[src/rtl/fetch_unit_if.sv]
// Fetch-side bundle: instruction memory port, execute redirect and decode handshake.
interface fetch_unit_if;
    logic        imem_req_valid;
    logic        imem_req_ready;
    logic [31:0] imem_req_addr;
    logic        imem_resp_valid;
    logic [31:0] imem_resp_data;
    logic        redirect_valid;
    logic [31:0] redirect_pc;
    logic        inst_valid;
    logic        inst_ready;
    logic [31:0] inst;
    logic [31:0] inst_pc;
    logic        fetch_fault;

    // Fetch unit side.
    modport master (
        output imem_req_valid,
        output imem_req_addr,
        input  imem_req_ready,
        input  imem_resp_valid,
        input  imem_resp_data,
        input  redirect_valid,
        input  redirect_pc,
        output inst_valid,
        input  inst_ready,
        output inst,
        output inst_pc,
        output fetch_fault
    );

    // Memory / execute / decode side.
    modport slave (
        input  imem_req_valid,
        input  imem_req_addr,
        output imem_req_ready,
        output imem_resp_valid,
        output imem_resp_data,
        output redirect_valid,
        output redirect_pc,
        input  inst_valid,
        output inst_ready,
        input  inst,
        input  inst_pc,
        input  fetch_fault
    );
endinterface

[src/rtl/fetch_unit.sv]
// Instruction fetch stage: PC, in-order memory requests, response queue to decode,
// redirect/flush handling and a fault state for misaligned redirect targets.
module fetch_unit #(
    parameter logic [31:0] RESET_PC = 32'h0000_0000,
    parameter int unsigned DEPTH    = 4
) (
    input logic          clk,
    input logic          rst_n,
    fetch_unit_if.master fetch_io
);
    localparam int unsigned PtrW = (DEPTH > 1) ? $clog2(DEPTH) : 1;
    localparam int unsigned CntW = $clog2(DEPTH + 1);
    localparam int unsigned SumW = CntW + 1;

    localparam logic [PtrW-1:0] PtrOne   = PtrW'(1);
    localparam logic [CntW-1:0] CntOne   = CntW'(1);
    localparam logic [SumW-1:0] DepthLim = SumW'(DEPTH);

    typedef enum logic [0:0] {StRun, StFault} state_e;

    state_e state_q, state_d;

    // active_q keeps the request port quiet in the first cycle out of reset.
    logic            active_q;
    logic [31:0]     pc_q, pc_d;
    logic [CntW-1:0] out_q, out_d;      // requests accepted, response not yet seen
    logic [CntW-1:0] disc_q, disc_d;    // responses still to be dropped after a redirect
    logic [CntW-1:0] count_q, count_d;  // instruction queue occupancy

    // PC FIFO: one entry per outstanding request, popped by every response.
    logic [31:0]     pcq_mem_q [DEPTH];
    logic [PtrW-1:0] pcq_wr_q, pcq_wr_d;
    logic [PtrW-1:0] pcq_rd_q, pcq_rd_d;

    // Instruction queue towards decode.
    logic [31:0]     iq_data_q [DEPTH];
    logic [31:0]     iq_pc_q   [DEPTH];
    logic [PtrW-1:0] iq_wr_q, iq_wr_d;
    logic [PtrW-1:0] iq_rd_q, iq_rd_d;

    logic redirect, aligned, credit_ok;
    logic req_valid, inst_valid, fault;
    logic req_fire, resp_fire, drop, push, pop;

    assign redirect  = fetch_io.redirect_valid;
    assign aligned   = (fetch_io.redirect_pc[1:0] == 2'b00);
    // Reserve a queue slot for every in-flight request so a response always fits.
    assign credit_ok = ({1'b0, count_q} + {1'b0, out_q}) < DepthLim;

    assign req_fire  = req_valid && fetch_io.imem_req_ready;
    assign resp_fire = fetch_io.imem_resp_valid;
    // A response arriving alongside a redirect belongs to the old stream.
    assign drop      = redirect || (disc_q != '0) || (state_q == StFault);
    assign push      = resp_fire && !drop;
    assign pop       = inst_valid && fetch_io.inst_ready && !redirect;

    // FSM state register.
    always_ff @(posedge clk or negedge rst_n) begin
        if (!rst_n) begin
            state_q <= StRun;
        end else begin
            state_q <= state_d;
        end
    end

    // FSM next state: any redirect decides RUN vs FAULT by target alignment.
    always_comb begin
        state_d = state_q;
        if (redirect) begin
            state_d = aligned ? StRun : StFault;
        end
    end

    // FSM outputs.
    always_comb begin
        req_valid  = 1'b0;
        inst_valid = 1'b0;
        fault      = 1'b0;
        unique case (state_q)
            StRun: begin
                req_valid  = active_q && !redirect && credit_ok;
                inst_valid = (count_q != '0);
            end
            StFault: begin
                fault = 1'b1;
            end
        endcase
    end

    // Next-state for PC, request accounting and queue pointers.
    always_comb begin
        pc_d     = pc_q;
        out_d    = out_q + (req_fire ? CntOne : '0) - (resp_fire ? CntOne : '0);
        disc_d   = disc_q;
        pcq_wr_d = req_fire ? (pcq_wr_q + PtrOne) : pcq_wr_q;
        pcq_rd_d = resp_fire ? (pcq_rd_q + PtrOne) : pcq_rd_q;
        iq_wr_d  = push ? (iq_wr_q + PtrOne) : iq_wr_q;
        iq_rd_d  = pop ? (iq_rd_q + PtrOne) : iq_rd_q;
        count_d  = count_q + (push ? CntOne : '0) - (pop ? CntOne : '0);

        if (req_fire) begin
            pc_d = pc_q + 32'd4;
        end

        if (redirect) begin
            // Everything still in flight after this cycle is stale.
            disc_d  = out_d;
            iq_wr_d = '0;
            iq_rd_d = '0;
            count_d = '0;
            if (aligned) begin
                pc_d = fetch_io.redirect_pc;
            end
        end else if (resp_fire && (disc_q != '0)) begin
            disc_d = disc_q - CntOne;
        end
    end

    // Control registers.
    always_ff @(posedge clk or negedge rst_n) begin
        if (!rst_n) begin
            active_q <= 1'b0;
            pc_q     <= RESET_PC;
            out_q    <= '0;
            disc_q   <= '0;
            count_q  <= '0;
            pcq_wr_q <= '0;
            pcq_rd_q <= '0;
            iq_wr_q  <= '0;
            iq_rd_q  <= '0;
        end else begin
            active_q <= 1'b1;
            pc_q     <= pc_d;
            out_q    <= out_d;
            disc_q   <= disc_d;
            count_q  <= count_d;
            pcq_wr_q <= pcq_wr_d;
            pcq_rd_q <= pcq_rd_d;
            iq_wr_q  <= iq_wr_d;
            iq_rd_q  <= iq_rd_d;
        end
    end

    // Storage for request PCs and queued instruction/PC pairs.
    always_ff @(posedge clk or negedge rst_n) begin
        if (!rst_n) begin
            for (int unsigned i = 0; i < DEPTH; i++) begin
                pcq_mem_q[i] <= '0;
                iq_data_q[i] <= '0;
                iq_pc_q[i]   <= '0;
            end
        end else begin
            if (req_fire) begin
                pcq_mem_q[pcq_wr_q] <= pc_q;
            end
            if (push) begin
                iq_data_q[iq_wr_q] <= fetch_io.imem_resp_data;
                iq_pc_q[iq_wr_q]   <= pcq_mem_q[pcq_rd_q];
            end
        end
    end

    assign fetch_io.imem_req_valid = req_valid;
    assign fetch_io.imem_req_addr  = pc_q;
    assign fetch_io.inst_valid     = inst_valid;
    assign fetch_io.inst           = inst_valid ? iq_data_q[iq_rd_q] : '0;
    assign fetch_io.inst_pc        = inst_valid ? iq_pc_q[iq_rd_q] : '0;
    assign fetch_io.fetch_fault    = fault;
endmodule

[src/flat_wrapper.sv]
// flat-port wrapper written by rule: the top's interface ports become plain ports
module fetch_unit_flat 
#(
    parameter logic [31:0] RESET_PC = 32'h0000_0000,
    parameter int unsigned DEPTH    = 4
)
  (clk, rst_n, fetch_io_imem_req_valid, fetch_io_imem_req_addr, fetch_io_imem_req_ready, fetch_io_imem_resp_valid, fetch_io_imem_resp_data, fetch_io_redirect_valid, fetch_io_redirect_pc, fetch_io_inst_valid, fetch_io_inst_ready, fetch_io_inst, fetch_io_inst_pc, fetch_io_fetch_fault);
  fetch_unit_if fetch_io_i ();
  input logic clk;
  input logic rst_n;
  output wire logic [$bits(fetch_io_i.imem_req_valid)-1:0] fetch_io_imem_req_valid;
  output wire logic [$bits(fetch_io_i.imem_req_addr)-1:0] fetch_io_imem_req_addr;
  input wire logic [$bits(fetch_io_i.imem_req_ready)-1:0] fetch_io_imem_req_ready;
  input wire logic [$bits(fetch_io_i.imem_resp_valid)-1:0] fetch_io_imem_resp_valid;
  input wire logic [$bits(fetch_io_i.imem_resp_data)-1:0] fetch_io_imem_resp_data;
  input wire logic [$bits(fetch_io_i.redirect_valid)-1:0] fetch_io_redirect_valid;
  input wire logic [$bits(fetch_io_i.redirect_pc)-1:0] fetch_io_redirect_pc;
  output wire logic [$bits(fetch_io_i.inst_valid)-1:0] fetch_io_inst_valid;
  input wire logic [$bits(fetch_io_i.inst_ready)-1:0] fetch_io_inst_ready;
  output wire logic [$bits(fetch_io_i.inst)-1:0] fetch_io_inst;
  output wire logic [$bits(fetch_io_i.inst_pc)-1:0] fetch_io_inst_pc;
  output wire logic [$bits(fetch_io_i.fetch_fault)-1:0] fetch_io_fetch_fault;
  assign fetch_io_imem_req_valid = fetch_io_i.imem_req_valid;
  assign fetch_io_imem_req_addr = fetch_io_i.imem_req_addr;
  assign fetch_io_i.imem_req_ready = fetch_io_imem_req_ready;
  assign fetch_io_i.imem_resp_valid = fetch_io_imem_resp_valid;
  assign fetch_io_i.imem_resp_data = fetch_io_imem_resp_data;
  assign fetch_io_i.redirect_valid = fetch_io_redirect_valid;
  assign fetch_io_i.redirect_pc = fetch_io_redirect_pc;
  assign fetch_io_inst_valid = fetch_io_i.inst_valid;
  assign fetch_io_i.inst_ready = fetch_io_inst_ready;
  assign fetch_io_inst = fetch_io_i.inst;
  assign fetch_io_inst_pc = fetch_io_i.inst_pc;
  assign fetch_io_fetch_fault = fetch_io_i.fetch_fault;
  fetch_unit #(.RESET_PC(RESET_PC), .DEPTH(DEPTH)) u_core (.clk(clk), .rst_n(rst_n), .fetch_io(fetch_io_i));
endmodule
[config.mk]
export PLATFORM = sky130hd
export DESIGN_NAME = fetch_unit_flat
export DESIGN_NICKNAME = d
export VERILOG_FILES = /design/src/rtl/fetch_unit_if.sv /design/src/rtl/fetch_unit.sv /design/src/flat_wrapper.sv
export SDC_FILE = /design/constraint.sdc
export NUM_CORES = 1
export LEC_CHECK = 0
export BUFFER_PORTS_ARGS = -buffer_cell sky130_fd_sc_hd__buf_2
export CAP_MARGIN = 25
export CORE_MARGIN = 5
export CORE_UTILIZATION = 52
export CTS_CLUSTER_SIZE = 8
export DETAILED_ROUTE_END_ITERATION = 10
export GPL_ROUTABILITY_DRIVEN = 0
export GPL_TIMING_DRIVEN = 0
export PLACE_DENSITY_LB_ADDON = 0.3
export SLEW_MARGIN = 10
export SYNTH_ARGS = -nofsm -noshare
export SYNTH_HDL_FRONTEND = slang
export SYNTH_SLANG_ARGS = --single-unit
[constraint.sdc]
create_clock -name clk -period 6.82 [get_ports clk]
set_clock_uncertainty 0.1 [all_clocks]
set_input_delay 1.023 -clock clk [delete_from_list [all_inputs] [get_ports clk]]
set_output_delay 1.023 -clock clk [all_outputs]
set_load 0.03 [all_outputs]
==> results by group, run 1 <==
Run status
  • Status: completed

Timing
  • Final-report hold violation count: 0
  • RSZ-0062 raised after global routing: no
  • Slew @ Worst Pin: 893.6 ps
  • Worst Setup Slack, final: 2431 ps
  • FMAX: 227.8 MHz
  • Setup violators final: 0
  • Relative slew margins: 40.43%
  • Fin crit period: 4389 ps
  • Pins Over Slew Limit: 0
  • Part of the cycle the worst path needs: 64.35%

Die
  • # IOs: 169
  • Die width: 205.1 µm
  • Site row count: 71
  • Die area: 42050 µm²
  • Die Y: 205.1 µm
  • Initial Utilization: 52.65%
  • Core box area: 37580 µm²

Route
  • Post-DRT Antenna Nets: 0
  • Final wirelength: 44.26 mm
  • Drt first pass iters: 4
  • Vias per cell: 5.665
  • DR vias: 11.76k
  • Routed WL per cell: 21.32 µm
  • Initial DRC Count: 493
  • Post-route DRC violation count: 0

Final layout
  • Final cell utilization of the core: 61.00%
  • # fillers: 2902
  • Area Overhead vs Synth: 15.85%
  • Fraction of layout cells with a size suffix above 1: 48.08%
  • Final net count: 1651

GRT
  • Largest net degree at the start of global routing: 116
  • Vias in the first global route: 13.05k
  • First-pass GRT wire length: 72.51 mm
  • GR Overflow Total: 0
  • GRT Util Overall: 21.93%
  • Initial antenna violation count: 2

Power
  • Pleak: 11.29 nW
  • Pwr/cell area: 296.2 nW/µm²
  • Worst ir drop on vdd: 194.4 µV

CTS
  • CTS Sinks: 435
  • Root Buffer Master: clkbuf_16
  • # H-tree levels: 2
  • Reg clk slew, reported paths: 50 ps
  • # resized after CTS: 0
  • Clk buf depth: 3
  • CTS tree: built
  • Hold_buf cts: 0
  • Setup bufs post-CTS: 0
  • Latest clock arrival within the worst-skew pair: 590 ps
  • CTS buffer count: 60

Critical path
  • Critical Path Source Type: flop
  • Req. time, crit path: 5700 ps
  • Most frequent cell on the critical path: clkbuf_1
  • Kind of critical path: reg2out
  • Crit path DAT: 3270 ps
  • Endpoint type of the worst setup path: primary output
  • Critical Path Max Stage Delay: 730 ps
  • Register-to-Register Path Depth: 11
  • Worst path slowest cell: nor2_1
  • Worst-path cell chain: nor2_1 > clkbuf_1 > clkbuf_1 > and2_1 > buf_2
  • Critical path peak fanout: 10

Worst hold path
  • HP Class: in2async

Synth
  • Post-Syn Area: 19790 µm²
  • Most used DFF post-synth: dfrtp_1
  • Seq/Total Area, Yosys: 55.02%
  • Post-Syn Area per Cell: 14.89 µm²
  • EDFF count, synth: 0
  • Mapped Cells: 1329
  • Yosys warning count: 0
  • Synth unique cells: 45
  • Ys async rst share: 100.0%
  • Synth Register Bits: 435
  • Syn Nets: 1418

Placed design
  • Port Buffers: 167
  • Setup WS pre-CTS: 2952 ps
  • Final HPWL DP: 30.06 mm

Flow run
  • Max-Cap Viols: 0
flip-flops by register name, indices dropped and copies added (netlist names):
signal and count:
u_core.iq_data_q 128, u_core.iq_pc_q 128, u_core.pcq_mem_q 128, u_core.fetch_io.imem_req_addr 32, u_core.count_q 3, u_core.disc_q 3, u_core.out_q 3, u_core.iq_rd_q 2
u_core.iq_wr_q 2, u_core.pcq_rd_q 2, u_core.pcq_wr_q 2, u_core.active_q 1, u_core.state_q 1
power breakdown:
part	leakage, nW	internal (mW)	switching [mW]
Sequential	5.94	2.90	0.195
Clock	0.761	1.55	1.02
Combinational	4.59	0.557	0.569
cells in the final DEF (no fill, tap or decap), types with 15 or more instances in the layout:
cell	synthesis	routed
mux2_2	353	353
nor2_1	15	15
ha_1	17	17
mux4_2	96	96
dfrtp_1	435	435
and2_1	70	70
mux2_1	23	23
xnor2_1	32	32
o21ai_0	36	36
inv_1	17	17
clkbuf_1	29	29
buf_2	52	218
clkbuf_16	0	61
nand2_1	51	51
worst paths after layout:
check | start | slack [ps] | end
max | u_core.state_q | 2430 | fetch_io_inst_pc[23]
min | rst_n | 360 | u_core.iq_data_q[125]
max reg2reg | u_core.state_q | 3420 | u_core.count_q[2]
min reg2reg | u_core.pcq_mem_q[48] | 380 | u_core.pcq_mem_q[48]
max in group asynchronous | rst_n | 5150 | u_core.pcq_mem_q[71]
min in group clk | u_core.pcq_mem_q[48] | 380 | u_core.pcq_mem_q[48]
final cells by class:
type | instances | area, µm² | share of cell area (%)
flip-flops and latches | 435 | 10890 | 47.49
repair buffers | 171 | 943.4 | 4.116
clock buffers | 61 | 1526 | 6.659
diodes | 1 | 2.502 | 0.01092
multi-input cells | 786 | 8422 | 36.74
plain buffers | 91 | 414.1 | 1.807
clock inverters | 3 | 25.02 | 0.1092
well taps | 511 | 639.4 | 2.789
inverters | 17 | 63.81 | 0.2784
stage by stage:
step                      hold slack [ps]  setup TNS [ps]  area [µm²]  cells  total power, mW
after floorplan                     344.6               0       19790   1329            3.886
after detailed placement            368.3               0       21350   2010            4.262
after global placement              357.7        -1598460       21260   2007            4.204
after CTS                           379.7               0       22900   2074            6.866
final                               356.7               0       22920   2076            6.790
after global routing                400.9               0       22920   2076            7.117
synthesized netlist by cell type (2+ instances only):
master / number / area, µm²
o21ai_0: 36 / 180.2
fa_1: 2 / 40.04
xor2_1: 6 / 52.55
o311ai_0: 2 / 17.52
nor4_1: 9 / 56.30
inv_1: 17 / 63.81
dfrtp_1: 435 / 10890
nand3_1: 13 / 65.06
clkbuf_1: 29 / 108.9
buf_4: 2 / 15.01
nor2_1: 15 / 56.30
a21oi_1: 4 / 20.02
nor3b_1: 2 / 15.01
buf_2: 52 / 260.3
xnor2_1: 32 / 280.3
mux2_1: 23 / 259.0
and2_1: 70 / 437.9
a31oi_1: 2 / 12.51
and3_1: 5 / 31.28
nand3b_1: 3 / 22.52
and4_4: 2 / 22.52
nand2_2: 7 / 43.79
nand4_1: 7 / 43.79
mux4_2: 96 / 2162
ha_1: 17 / 212.7
mux2_2: 353 / 3975
buf_1: 8 / 30.03
nand2_1: 51 / 191.4
nor3_1: 13 / 65.06
per-layer routing:
metal  track usage [%]  part of all wire [%]
met1             30.33                    44
met2             36.81                    50
met5                 0                 0.029
met4             5.191                   1.8
met3             3.688                   3.9
cell families (layout without fill, tap and decap cells):
family	Yosys count	after routing	share of synthesized area (%)
xor+xnor	38	38	1.682
flops	435	435	55.02
compound gates	47	47	1.284
fa+ha+maj	19	19	1.277
simple gates	208	208	5.925
mux	473	473	32.38
buf+inv	108	343	2.416
other cells	1	2	0.01895
worst max-delay path: cells and delay by family, from the launching register on:
family | cells | cell delay (ps)
AND/OR/NAND/NOR | 2 | 990
flip-flops | 1 | 490
buffers and inverters | 3 | 1190
Power figures use the tool's default switching activity.
==> run 2: changes to the inputs <==
- clock period: 6.82 -> 3.65 ns (I/O delays scaled with it)
==> run 2 against run 1 <==
  * Power grew 87%
  * Global-route usage is essentially flat
  * Clock-buffer cell count is the same
  * Sequential share of layout area is essentially flat
  * First-iteration DRC count grew 7.1%
==> results by group, run 2 (same netlist as run 1, synthesis figures left out) <==
Run status
  • Status: completed

Final layout
  • Area Overhead vs Synth: 15.93% (about the same)
  • Most frequent cells in the layout: dfrtp_1 (435), mux2_2 (353), buf_2 (218)
  • Regs by FF count: u_core.iq_data_q (128), u_core.iq_pc_q (128), u_core.pcq_mem_q (128)
  • Final cell utilization of the core: 61.04% (about the same)
  • Post-Layout Cell Count: 2077 (+0.048%)
  • Fraction of layout cells with a size suffix above 1: 48.24% (+0.16 points)
  • Most common cell after layout, fill and taps aside: dfrtp_1
  • Design area: 22940 µm² (about the same)
  • # fillers: 2901 (-0.034%)
  • Final net count: 1652 (+0.061%)

CTS
  • Clk buf depth: 3 (unchanged)
  • CTS Sinks: 435 (unchanged)
  • Reg clk slew, reported paths: 50 ps (about the same)
  • Root Buffer Master: clkbuf_16
  • Latest clock arrival within the worst-skew pair: 590 ps (about the same)
  • CTS tree: built
  • # H-tree levels: 2 (unchanged)
  • CTS buffer count: 60 (unchanged)

Worst hold path
  • HP Class: in2reg

Critical path
  • Worst path slowest cell: buf_1
  • Endpoint type of the worst setup path: primary output
  • Kind of critical path: reg2out
  • Req. time, crit path: 3000 ps (-2700 ps)
  • Critical Path Source Type: flop
  • Worst-path cell chain: clkbuf_1 > buf_1 > mux4_2 > and2_1 > buf_2
  • Crit path DAT: 2890 ps (-380 ps)
  • Worst Path Buf+Inv: 3 (unchanged)
  • Critical path peak fanout: 10 (unchanged)
  • Critical Path Max Stage Delay: 670 ps (-60 ps)
  • Cell family with most CP delay: buffers and inverters

Timing
  • Slew @ Worst Pin: 897.2 ps (+3.630 ps)
  • Final-report hold violation count: 0 (unchanged)
  • Part of the cycle the worst path needs: 96.91%
  • Total negative slack: 0 ps (unchanged)
  • RSZ-0062 raised after global routing: no
  • Pins Over Slew Limit: 0 (unchanged)
  • FMAX: 282.7 MHz
  • Relative slew margins: 40.19% (-0.24 points)
  • Setup violators final: 0 (unchanged)
  • Fin crit period: 3537 ps

Route
  • Final wirelength: 44.33 mm (+0.15%)
  • Post-DRT Antenna Nets: 0 (unchanged)
  • Initial DRC Count: 528 (+7.1%)
  • DR vias: 11.75k (-0.077%)
  • Post-route DRC violation count: 0 (unchanged)
  • Routed WL per cell: 21.34 µm (+0.10%)
  • Drt first pass iters: 5 (+1)
  • Vias per cell: 5.658 (-0.12%)

Die
  • Site row count: 71 (unchanged)
  • Initial Utilization: 52.65% (unchanged)
  • Core box area: 37580 µm² (unchanged)
  • # IOs: 169 (unchanged)
  • Die width: 205.1 µm (unchanged)
  • Die area: 42050 µm² (unchanged)
  • Die Y: 205.1 µm (unchanged)

GRT
  • GR Overflow Total: 0 (unchanged)
  • Vias in the first global route: 13.06k (+0.10%)
  • First-pass GRT wire length: 72.55 mm (about the same)
  • Initial antenna violation count: 2 (unchanged)
  • GRT Util Overall: 21.95% (about the same)
  • Largest net degree at the start of global routing: 116 (unchanged)

Power
  • Total power draw: 12.69 mW (+87%)
  • Cell internal pwr: 9.348 mW (+87%)
  • Logic pwr share: 16.6% (about the same)
  • Clock power share: 37.9% (about the same)
  • Seq pwr share: 45.5% (about the same)
  • Net Sw Frac: 26.32% (about the same)
  • Pwr/cell area: 553.1 nW/µm² (+87%)
  • P_sw: 3.339 mW (+87%)
  • Worst ir drop on vdd: 362.8 µV (+87%)
  • Pleak: 11.30 nW (about the same)

Flow run
  • Max-Cap Viols: 0 (unchanged)

Placed design
  • Final HPWL DP: 30.06 mm (unchanged)
  • Placed insts: 2010 (unchanged)
  • Area after DPL: 21350 µm² (unchanged)
  • Port Buffers: 167 (unchanged)
-- run 2: cell types whose count changed in the layout (fill, tap and decap cells not counted), sizes merged --
cell,delta
dlygate4sd3,+1
-- run 2: layer usage --
layer	up-vias	GRT usage, %	wire length [µm]
li1	5251	-	-
met1	6178	30.33	19590
met2	254	36.85	22150
met3	67	3.688	1787
met4	2	5.191	782
met5	-	0	13
-- run 2: final cells by class --
type / count / area, µm² / area share (%)
diodes: 1 / 2.502 / 0.01091
plain buffers: 91 / 416.7 / 1.816
clock buffers: 61 / 1526 / 6.655
clock inverters: 3 / 25.02 / 0.1091
inverters: 17 / 63.81 / 0.2782
multi-input cells: 786 / 8424 / 36.73
flip-flops and latches: 435 / 10890 / 47.46
well taps: 511 / 639.4 / 2.787
repair buffers: 172 / 953.4 / 4.157
-- run 2: worst paths after layout --
check                                   startpoint                                to  slack [ps]  cells past startpoint
min                        fetch_io_redirect_pc[4]  u_core.fetch_io.imem_req_addr[4]          60                      3
max                              u_core.iq_rd_q[1]              fetch_io_inst_pc[23]         110                      5
max reg2reg                      u_core.count_q[2]                  u_core.disc_q[2]         590                     12
max in group asynchronous                    rst_n               u_core.pcq_mem_q[6]        1850                      3
min in group asynchronous                    rst_n             u_core.iq_data_q[125]         480                      2
min reg2reg                   u_core.pcq_mem_q[80]              u_core.pcq_mem_q[80]         380                      2
-- run 2: through the flow --
step	worst slack [ps]	hold WS, ps
detailed placement	222.0	368.3
finish	112.8	60.01
floorplan	1030	151.9
global route	3.048	42.65
CTS	36.91	22.83
global placement	-6422	357.7
-- run 2: power by group through the flow --
stage	sequential [mW]	clock [mW]	combinational [mW]
2_1_floorplan	5.83	0	1.44
3_3_place_gp	5.81	0	2.05
3_5_place_dp	5.84	0	2.12
4_1_cts	5.77	4.92	2.14
5_1_grt	5.84	5.13	2.32
6_report	5.78	4.80	2.11
-- run 2: timing repair --
item,in CTS,in global routing
hold endpoints to repair,104,0
gates resized for setup,2,2
endpoints found under the setup margin,30,2
hold buffers,1,0
buffers inserted,0,0
-- run 2: worst register-to-register path, cell delays in order, from the launching register on --
cell and delay [ps]:
dfrtp_1 400, ha_1 330, nor4b_4 400, nand4_2 240, inv_1 160, buf_4 230
ha_1 170, inv_1 50, fa_1 380, xnor2_1 180, xnor2_1 150, nand2_1 90
o21ai_0 100
